[src/rtl/vx_wctl_responder.sv]
// vx_wctl_responder
//   Scheduler-side receiver of the warp-control channel. Consumes one message
//   per cycle (TMC / WSPAWN / BAR, any combination) and maintains the
//   active-warp mask, per-warp thread masks, barrier slots and stall mask.
//
// Ports
//   clk, reset          clock, asynchronous active-high reset
//   wctl_*              incoming warp-control message (always accepted)
//   active_warps        active-warp mask
//   thread_masks        per-warp thread masks, warp w at [w*NUM_THREADS +: NUM_THREADS]
//   stalled_warps       warps blocked at a barrier
//   spawn_valid/mask/pc one-cycle spawn notification for fetch
//   wctl_err            sticky protocol-error flag
module vx_wctl_responder #(
  parameter int NUM_WARPS    = 4,
  parameter int NUM_THREADS  = 4,
  parameter int NUM_BARRIERS = 4,
  parameter int NW_BITS      = $clog2(NUM_WARPS),
  parameter int NB_BITS      = $clog2(NUM_BARRIERS)
) (
  input  logic                             clk,
  input  logic                             reset,
  input  logic                             wctl_valid,
  input  logic [NW_BITS-1:0]               wctl_wid,
  input  logic                             wctl_tmc_valid,
  input  logic [NUM_THREADS-1:0]           wctl_tmc_mask,
  input  logic                             wctl_wspawn_valid,
  input  logic [NUM_WARPS-1:0]             wctl_wspawn_mask,
  input  logic [31:0]                      wctl_wspawn_pc,
  input  logic                             wctl_bar_valid,
  input  logic [NB_BITS-1:0]               wctl_bar_id,
  input  logic [NW_BITS-1:0]               wctl_bar_size_m1,
  output logic [NUM_WARPS-1:0]             active_warps,
  output logic [NUM_WARPS*NUM_THREADS-1:0] thread_masks,
  output logic [NUM_WARPS-1:0]             stalled_warps,
  output logic                             spawn_valid,
  output logic [NUM_WARPS-1:0]             spawn_mask,
  output logic [31:0]                      spawn_pc,
  output logic                             wctl_err
);

  localparam int TMW = NUM_WARPS * NUM_THREADS;

  logic [NUM_WARPS-1:0] r_active;
  logic [TMW-1:0]       r_tmask;
  logic [NUM_WARPS-1:0] r_stalled;
  logic                 r_spawn_valid;
  logic [NUM_WARPS-1:0] r_spawn_mask;
  logic [31:0]          r_spawn_pc;
  logic                 r_err;

  logic [NW_BITS-1:0]   r_bar_cnt  [NUM_BARRIERS];
  logic [NUM_WARPS-1:0] r_bar_wait [NUM_BARRIERS];
  logic [NW_BITS-1:0]   r_bar_size [NUM_BARRIERS];

  logic [NUM_WARPS-1:0] w_wid_oh;
  logic                 w_accept;
  logic                 w_tmc_set;
  logic                 w_tmc_kill;
  logic [NUM_WARPS-1:0] w_spawn_new;
  logic                 w_bar_go;
  logic [NW_BITS-1:0]   w_cnt_cur;
  logic                 w_release;
  logic                 w_size_bad;
  logic [NUM_WARPS-1:0] w_active_nxt;
  logic [TMW-1:0]       w_tmask_nxt;
  logic [NUM_WARPS-1:0] w_stalled_nxt;
  logic                 w_err_nxt;

  assign w_wid_oh    = NUM_WARPS'(1) << wctl_wid;
  // Only running (active, not stalled) warps may issue warp-control messages.
  assign w_accept    = wctl_valid && r_active[wctl_wid] && !r_stalled[wctl_wid];
  assign w_tmc_set   = w_accept && wctl_tmc_valid && (wctl_tmc_mask != '0);
  assign w_tmc_kill  = w_accept && wctl_tmc_valid && (wctl_tmc_mask == '0);
  assign w_spawn_new = (w_accept && wctl_wspawn_valid) ?
                       (wctl_wspawn_mask & ~r_active & ~w_wid_oh) : '0;
  // A warp that switches itself off cannot also wait at a barrier.
  assign w_bar_go    = w_accept && wctl_bar_valid && !w_tmc_kill;
  assign w_cnt_cur   = r_bar_cnt[wctl_bar_id];
  assign w_release   = (w_cnt_cur == wctl_bar_size_m1);
  assign w_size_bad  = w_bar_go && (w_cnt_cur != '0) &&
                       (r_bar_size[wctl_bar_id] != wctl_bar_size_m1);

  always_comb begin
    w_active_nxt  = r_active | w_spawn_new;
    w_tmask_nxt   = r_tmask;
    w_stalled_nxt = r_stalled;
    if (w_tmc_kill)
      w_active_nxt[wctl_wid] = 1'b0;
    for (int unsigned w = 0; w < NUM_WARPS; w++) begin
      if (w_spawn_new[w])
        w_tmask_nxt[w*NUM_THREADS +: NUM_THREADS] = NUM_THREADS'(1);
    end
    if (w_tmc_set)
      w_tmask_nxt[int'(wctl_wid)*NUM_THREADS +: NUM_THREADS] = wctl_tmc_mask;
    if (w_bar_go) begin
      if (w_release)
        w_stalled_nxt = r_stalled & ~r_bar_wait[wctl_bar_id];
      else
        w_stalled_nxt = r_stalled | w_wid_oh;
    end
    w_err_nxt = r_err || (wctl_valid && !w_accept) ||
                (w_tmc_kill && wctl_bar_valid) || w_size_bad;
  end

  always_ff @(posedge clk or posedge reset) begin
    if (reset) begin
      r_active      <= NUM_WARPS'(1);
      r_tmask       <= TMW'(1);
      r_stalled     <= '0;
      r_spawn_valid <= 1'b0;
      r_spawn_mask  <= '0;
      r_spawn_pc    <= '0;
      r_err         <= 1'b0;
      for (int unsigned b = 0; b < NUM_BARRIERS; b++) begin
        r_bar_cnt[b]  <= '0;
        r_bar_wait[b] <= '0;
        r_bar_size[b] <= '0;
      end
    end else begin
      r_active      <= w_active_nxt;
      r_tmask       <= w_tmask_nxt;
      r_stalled     <= w_stalled_nxt;
      r_err         <= w_err_nxt;
      r_spawn_valid <= (w_spawn_new != '0);
      if (w_spawn_new != '0) begin
        r_spawn_mask <= w_spawn_new;
        r_spawn_pc   <= wctl_wspawn_pc;
      end
      if (w_bar_go) begin
        if (w_release) begin
          r_bar_cnt[wctl_bar_id]  <= '0;
          r_bar_wait[wctl_bar_id] <= '0;
        end else begin
          r_bar_cnt[wctl_bar_id]  <= w_cnt_cur + 1'b1;
          r_bar_wait[wctl_bar_id] <= r_bar_wait[wctl_bar_id] | w_wid_oh;
          // The first arrival fixes the reference size for consistency checks.
          if (w_cnt_cur == '0)
            r_bar_size[wctl_bar_id] <= wctl_bar_size_m1;
        end
      end
    end
  end

  assign active_warps  = r_active;
  assign thread_masks  = r_tmask;
  assign stalled_warps = r_stalled;
  assign spawn_valid   = r_spawn_valid;
  assign spawn_mask    = r_spawn_mask;
  assign spawn_pc      = r_spawn_pc;
  assign wctl_err      = r_err;

endmodule

[config.mk]
export PLATFORM = sky130hd
export DESIGN_NAME = vx_wctl_responder
export DESIGN_NICKNAME = d
export VERILOG_FILES = /design/src/rtl/vx_wctl_responder.sv
export SDC_FILE = /design/constraint.sdc
export NUM_CORES = 1
export LEC_CHECK = 0
export ABC_AREA = 1
export ABC_CLOCK_PERIOD_IN_PS = 9200
export CORE_MARGIN = 4
export CORE_UTILIZATION = 38
export CTS_CLUSTER_DIAMETER = 80
export DETAILED_ROUTE_END_ITERATION = 8
export PLACE_DENSITY = 0.75
export SLEW_MARGIN = 15
export SYNTH_ARGS = -nofsm -noshare
export SYNTH_HDL_FRONTEND = slang
export SYNTH_SLANG_ARGS = --single-unit
[constraint.sdc]
create_clock -name clk -period 9.2 [get_ports clk]
set_input_delay 2.76 -clock clk [delete_from_list [all_inputs] [get_ports clk]]
set_output_delay 2.76 -clock clk [all_outputs]
set_load 0.005 [all_outputs]
==> out/results.tsv, run 1 <==
stage	metric	value	unit
yosys	seq_area_frac_synth	51.16	%
die	initial_core_util	39.64	%
cells_and_area	seq_area	2355	um2
die	rows	39	
sta	period_share	56.52	%
drt	drt-initial-drc-count	407	
placement	gp_congestion	0.8376	
critical_path	crit_chain	clkdlybuf4s50_1 -> inv_1 -> ha_1 -> nor2_1 -> o21ai_2 -> buf_4 -> nand2_2 -> nand2_1 -> nand2_1	
die	die_x	118.1	um
sta	final.setup.tns	0	ns
drt	drt-total-wl	12390	um
die	core	11610	um2
cts	ctsResizeCount	0	
sta	finalMaxSlewViolations	0	
critical_path	critPathLaunchType	input pin	
critical_path	crit_slowest_cell	clkdlybuf4s50_1	
sta	max_slew.worst_pin.slew	0.8484	ns
cells_and_area	syn2layout_area_growth	33.27	%
cells_and_area	fillers	1037	
yosys	synth.avg_cell_area	8.006	um2
critical_path	cpPeakStageDelay	0.70	ns
global_route	grt_pass1_vias	4299	
sta	slew_headroom	43.44	%
drt	dr.pass1.iters	5	
critical_path	critical_path.top_delay_family	buffers and inverters	
placement	dp.cells	821	
power	ir_drop	104.5	uV
yosys	netlist_instances	575	
sta	hold_viol_final	0	
placement	dp_hpwl	8942	um
global_route	grt.total_usage	18.26	%
placement	portBuffers	113	
critical_path	crit_fanout	37	
cts	cts_tree	yes	
cells_and_area	nets	749	
cts	clkLatencyLatePin	0.35	ns
run	max_cap_violations	0	
power	p_leak	3.061	nW
critical_path	crit_required	9.43	ns
critical_path	worstSetupPathType	input pin to register	
cts	htreeDepth	3	
cells_and_area	final_cell_count_no_fill	837	
die	die_area	13940	um2
yosys	ys_ff_latch	94	
drt	wl_per_cell	14.80	um
cells_and_area	final_area	6135	um2
global_route	grt_use_met3	4.373	%
sta	fin_skew	0.006858	ns
yosys	netlist_area	4603	um2
power	p_total	1.507	mW
critical_path	crit_top_cell	nand2_1	
sta	hold-worst-slack	0.4847	ns
global_route	met2_usage	30.08	%
hold_path	hold_path.class	register to register	
drt	ant_nets	0	
global_route	grt_pass1_wl	20890	um
yosys	synth_nets	635	
die	chipHeight	118.1	um
critical_path	crit_buf_inv	3	
critical_path	crit_path_end_kind	register	
die	io_pins	114	
cts	cts_root_buffer	clkbuf_16	
global_route	grt_max_degree	95	
cts	postCtsSetupBuffers	0	
critical_path	cp_data_arrival_time	5.43	ns
global_route	grtUsageMet1	23.33	%
cells_and_area	drive_gt1_share	6.340	%
cells_and_area	antennaDiodeCount	0	
global_route	overflow	0	
sta	rsz0062_at_grt	false	
sta	fmax	192.3	MHz
placement	dpl_cell_area	5854	um2
power	power_density	245.7	nW/um2
cts	numClockSinks	94	
drt	drcViolationCount	0	
cts	clk_pin_slew	0.07	ns
sta	fin_crit	5.200	ns
cts	cts_max_path_buffers	2	
yosys	synthDistinctLibCells	29	
drt	route.vias.total	4244	
cells_and_area	multiInputGateArea	1944	um2
sta	finalSetupViolCount	0	
global_route	grt_antenna_before_repair	0	
drt	routed_via_density	5.070	
cts	ctsHoldBuffers	0	
yosys	yosysWarnings	0	
cts	numCtsBuffers	9	
run_status	status	complete, no violations	
global_route	busiest_layer	met2	
-- cells by family (layout without fill, tap and decap cells) --
| logic type | count (synthesis) | count (layout) | share of synthesized area [%] |
|---|---|---|---|
| XOR/XNOR | 1 | 1 | 0.1903 |
| buffers and inverters | 72 | 191 | 6.605 |
| AND/OR/NAND/NOR | 346 | 346 | 32.54 |
| adder cells (fa/ha/maj) | 8 | 8 | 2.175 |
| flip-flops | 94 | 94 | 51.16 |
| AO/OA/AOI/OAI | 54 | 54 | 7.339 |
-- synthesized netlist by cell type --
library cell	number	share of area [%]
o21ai_2	2	0.38
clkbuf_1	2	0.16
o21ai_1	4	0.43
nand3b_1	1	0.16
xor2_1	1	0.19
a22oi_1	8	1.3
nand2_1	223	18
dfstp_2	2	1.1
nor2_4	4	0.98
o21ai_0	26	2.8
o211ai_4	1	0.46
buf_6	2	0.49
nand2_2	4	0.54
nor2_2	3	0.41
a21oi_1	4	0.43
inv_1	56	4.6
nor3_1	4	0.43
dfrtp_1	92	50
o2111ai_1	1	0.19
buf_4	3	0.49
inv_2	3	0.24
ha_1	8	2.2
nand3_4	1	0.38
o21bai_1	8	1.3
nand3_1	70	7.6
nor2_8	1	0.43
nand3_2	4	0.87
nor2_1	31	2.5
buf_2	6	0.65
-- flip-flops by register name, indices dropped and copies added, names as in the netlist --
name	flops
wctl_err	1
spawn_valid	1
stalled_warps	4
thread_masks	16
spawn_mask	4
r_bar_size	8
active_warps	4
r_bar_cnt	8
spawn_pc	32
r_bar_wait	16
-- worst register-to-register path, cell delays in order (launching register included) --
cell and delay [ns]:
dfrtp_1 0.38, inv_1 0.08, nand3_1 0.09, nand3_2 0.15, nand3_4 0.15, nor2_8 0.06, o21ai_2 0.06, buf_4 0.36
nand2_2 0.45, nand2_1 0.20, nand2_1 0.06
-- power by group --
group          internal, mW  total (mW)  switching [mW]
Clock                 0.185       0.347           0.163
Sequential            0.556       0.642          0.0856
Combinational         0.266       0.518           0.252
Total                  1.01        1.51           0.501
-- cell type report --
| cell class | count | area share, % |
|---|---|---|
| flip-flops and latches | 94 | 38.38 |
| multi-input cells | 409 | 31.69 |
| repair buffers | 116 | 18.87 |
| clock inverters | 6 | 0.7750 |
| well taps | 143 | 2.917 |
| clock buffers | 10 | 3.732 |
| inverters | 59 | 3.630 |
-- final timing paths --
check                                             startpoint                         end  slack [ns]  cells after the start
worst min register to register    r_bar_wait[13]$_DFFE_PP0P_  r_bar_wait[13]$_DFFE_PP0P_        0.48                      2
max in group asynchronous                              reset          wctl_err$_DFF_PP0_        5.64                      3
worst min-delay path              r_bar_wait[13]$_DFFE_PP0P_  r_bar_wait[13]$_DFFE_PP0P_        0.48                      2
worst max-delay path                             wctl_wid[0]    spawn_pc[20]$_DFFE_PP0P_        4.00                      9
worst max register to register  stalled_warps[3]$_DFFE_PP0P_    spawn_pc[20]$_DFFE_PP0P_        7.04                     10
min in group asynchronous                              reset    spawn_pc[17]$_DFFE_PP0P_        2.99                      3
-- placed cells by master, fill, tap and decap left out, types with 2 or more instances in the layout --
| master | count |
|---|---|
| o21bai_1 | 8 |
| dfstp_2 | 2 |
| a21oi_1 | 4 |
| nor2_1 | 31 |
| a22oi_1 | 8 |
| o21ai_2 | 2 |
| clkinvlp_4 | 4 |
| clkdlybuf4s50_1 | 113 |
| nand3_1 | 70 |
| o21ai_1 | 4 |
| buf_4 | 2 |
| inv_1 | 55 |
| nor3_1 | 4 |
| nor2_4 | 4 |
| clkbuf_16 | 9 |
| ha_1 | 8 |
| inv_2 | 3 |
| nand2_1 | 223 |
| o21ai_0 | 26 |
| nor2_2 | 3 |
| nand2_2 | 4 |
| nand3_2 | 4 |
| dfrtp_1 | 92 |
-- per-layer routing --
layer,up-vias,part of all wire (%)
met4,0,2.1
met3,22,5.8
met2,149,48
li1,2054,-
met5,-,0
met1,2019,44
-- through the flow --
| step | utilization [%] | setup slack (ns) |
|---|---|---|
| 3_5_place_dp | 50.41 | 3.660 |
| 3_3_place_gp | 50.41 | 3.818 |
| 4_1_cts | 52.79 | 4.051 |
| 2_1_floorplan | - | 3.995 |
| 6_report | 52.82 | 4.000 |
| 5_1_grt | 52.82 | 3.752 |
No activity file was read; power rests on OpenSTA's default activity.
==> inputs of run 2 (changes only) <==
--- a/config.mk
+++ b/config.mk
@@ -6,12 +6,12 @@
 export NUM_CORES = 1
 export LEC_CHECK = 0
 export ABC_AREA = 1
-export ABC_CLOCK_PERIOD_IN_PS = 9200
+export ABC_CLOCK_PERIOD_IN_PS = 4300
 export CORE_MARGIN = 4
 export CORE_UTILIZATION = 38
 export CTS_CLUSTER_DIAMETER = 80
 export DETAILED_ROUTE_END_ITERATION = 8
-export PLACE_DENSITY = 0.75
+export PLACE_DENSITY = 0.78
 export SLEW_MARGIN = 15
 export SYNTH_ARGS = -nofsm -noshare
 export SYNTH_HDL_FRONTEND = slang
==> constraint.sdc (replaced) <==
create_clock -name clk -period 4.3 [get_ports clk]
set_input_delay 1.29 -clock clk [delete_from_list [all_inputs] [get_ports clk]]
set_output_delay 1.29 -clock clk [all_outputs]
set_load 0.005 [all_outputs]
==> run 2 against run 1 <==
Against the previous run: cell area increased by 1.0%; first-iteration DRC count increased by 16%; critical path type unchanged; flip-flop and latch count unchanged; largest cell class unchanged.
==> out/results.tsv, run 2 (synthesis gave the netlist of run 1 again) <==
stage	metric	value	unit	change
critical_path	critPathLaunchType	input pin		
critical_path	r2r-start	active_warps[0]$_DFF_PP1_		
drt	drcViolationCount	0		unchanged
sta	slew_headroom	58.40	%	+15 points
cts	cts_max_path_buffers	2		unchanged
run	max_cap_violations	0		unchanged
sta	period_share	79.58	%	
cells_and_area	drive_gt1_share	6.484	%	+0.14 points
global_route	grt_antenna_before_repair	0		unchanged
power	power_density	540.8	nW/um2	+120%
drt	maxUsedRoutingLayer	met4		
drt	route.vias.total	4270		+0.61%
cells_and_area	antennaDiodeCount	0		unchanged
cts	numClockSinks	94		unchanged
power	p_total	3.352	mW	+120%
drt	dr_wl_met2	6039	um	+0.99%
cells_and_area	final_common_cell	nand2_1		
drt	drt-initial-drc-count	471		+16%
die	die_x	118.1	um	unchanged
sta	finalSetupViolCount	0		unchanged
cells_and_area	nets	749		unchanged
drt	drt-met1-wl	5422	um	-0.26%
drt	drt-total-wl	12640	um	+2.0%
drt	wl_met3	860	um	+20%
cts	numCtsBuffers	9		unchanged
cts	postCtsSetupBuffers	0		unchanged
sta	final.setup.tns	0	ns	unchanged
sta	rsz0062_at_grt	false		
cells_and_area	syn2layout_area_growth	34.63	%	
cts	htreeDepth	3		unchanged
sta	fin_skew	0.005265	ns	-0.001593 ns
critical_path	cp-startpoint	wctl_wid[0]		
cts	cts_root_buffer	clkbuf_16		
drt	ant_nets	0		unchanged
sta	fmax	292.2	MHz	
global_route	grt_pass1_wl	20790	um	-0.50%
global_route	grt_pass1_vias	4152		-3.4%
critical_path	crit_fanout	33		-11%
cts	clkLatencyLatePin	0.35	ns	about the same
die	io_pins	114		unchanged
hold_path	hold_path.class	register to register		
sta	finalMaxSlewViolations	0		unchanged
sta	hold_viol_final	0		unchanged
die	initial_core_util	39.64	%	unchanged
run_status	status	complete, no violations		
critical_path	worstSetupPathType	input pin to register		
critical_path	crit_path_end_kind	register		
cts	cts_tree	yes		
sta	fin_crit	3.422	ns	
die	die_area	13940	um2	unchanged
die	rows	39		unchanged
critical_path	crit_required	4.58	ns	-4.85 ns
global_route	overflow	0		unchanged
die	core	11610	um2	unchanged
cts	ctsResizeCount	0		unchanged
placement	dp_hpwl	9204	um	+2.9%
global_route	grt_max_degree	95		unchanged
drt	routed_via_density	5.102		+0.61%
sta	max_slew.worst_pin.slew	0.6218	ns	-0.2267 ns
drt	dr.pass1.iters	7		+2
cts	clk_pin_slew	0.06	ns	about the same
cells_and_area	largest_register_ffs	32		unchanged
drt	wl_per_cell	15.11	um	+2.0%
hold_path	min-delay-start	r_bar_wait[7]$_DFFE_PP0P_		
critical_path	cp_data_arrival_time	3.70	ns	-1.73 ns
power	ir_drop	232.0	uV	+120%
placement	gp_congestion	0.8834		+5.5%
die	chipHeight	118.1	um	unchanged
placement	portBuffers	113		unchanged
cells_and_area	fillers	1067		+2.9%
cts	ctsHoldBuffers	0		unchanged
power	p_leak	3.106	nW	+1.5%
cells_and_area	final_cell_mix	nand2_1 (223), clkdlybuf4s50_1 (113), dfrtp_1 (92)		
global_route	grt.total_usage	18.37	%	+0.11 points
==> run 2: cell count changes in the layout (fill, tap and decap cells not counted), sizes merged <==
cell | before | now
clkinv | 2 | 3
bufinv | 0 | 2
inv | 59 | 60
clkinvlp | 4 | 0
==> run 2: cell type report <==
class / instances / area [um2] / share of cell area (%)
sequential: 94 / 2355 / 38.00
tap: 143 / 178.9 / 2.887
clock inverter: 6 / 91.34 / 1.474
clock buffer: 10 / 239.0 / 3.856
multi-input combinational: 409 / 1944 / 31.37
timing repair buffer: 116 / 1166 / 18.82
inverter: 59 / 222.7 / 3.594
==> run 2: layer usage <==
| metal | track usage (%) | vias up |
|---|---|---|
| met2 | 29.26 | 173 |
| li1 | - | 2058 |
| met3 | 4.517 | 26 |
| met5 | 0 | - |
| met1 | 23.69 | 2013 |
| met4 | 8.132 | 0 |
==> run 2: worst max-delay path: stages <==
cell and delay, ns:
clkdlybuf4s50_1 0.80, inv_1 0.20, ha_1 0.36, nor2_1 0.25, o21ai_2 0.09, nand2_2 0.46, nand2_1 0.13, nand2_1 0.10
==> run 2: final timing paths <==
path / endpoint / cells past startpoint / slack (ns)
hold / removal: r_bar_wait[7]$_DFFE_PP0P_ / 2 / 0.48
hold reg to reg: r_bar_wait[7]$_DFFE_PP0P_ / 2 / 0.48
setup reg to reg: spawn_pc[15]$_DFFE_PP0P_ / 8 / 2.41
setup / recovery: spawn_pc[15]$_DFFE_PP0P_ / 8 / 0.88
min in group asynchronous: spawn_pc[8]$_DFFE_PP0P_ / 3 / 1.35
max in group asynchronous: thread_masks[0]$_DFF_PP1_ / 3 / 2.53
==> run 2: power breakdown <==
group / internal, mW / switching (mW) / total (mW)
Combinational: 0.569 / 0.546 / 1.12
Sequential: 1.19 / 0.181 / 1.37
Clock: 0.529 / 0.337 / 0.866
==> run 2: per-stage QoR <==
| stage | hold slack, ns | std cells | area [um2] | setup slack (ns) | util, % |
|---|---|---|---|---|---|
| 2_1_floorplan | 0.4489 | 575 | 4603 | 0.5646 | - |
| 3_3_place_gp | 0.4659 | 821 | 5867 | 0.6819 | 50.52 |
| 3_5_place_dp | 0.4657 | 821 | 5867 | 0.5939 | 50.52 |
| 4_1_cts | 0.4851 | 837 | 6197 | 0.9158 | 53.36 |
| 5_1_grt | 0.4968 | 837 | 6197 | 0.6936 | 53.36 |
| 6_report | 0.4797 | 837 | 6197 | 0.8782 | 53.36 |
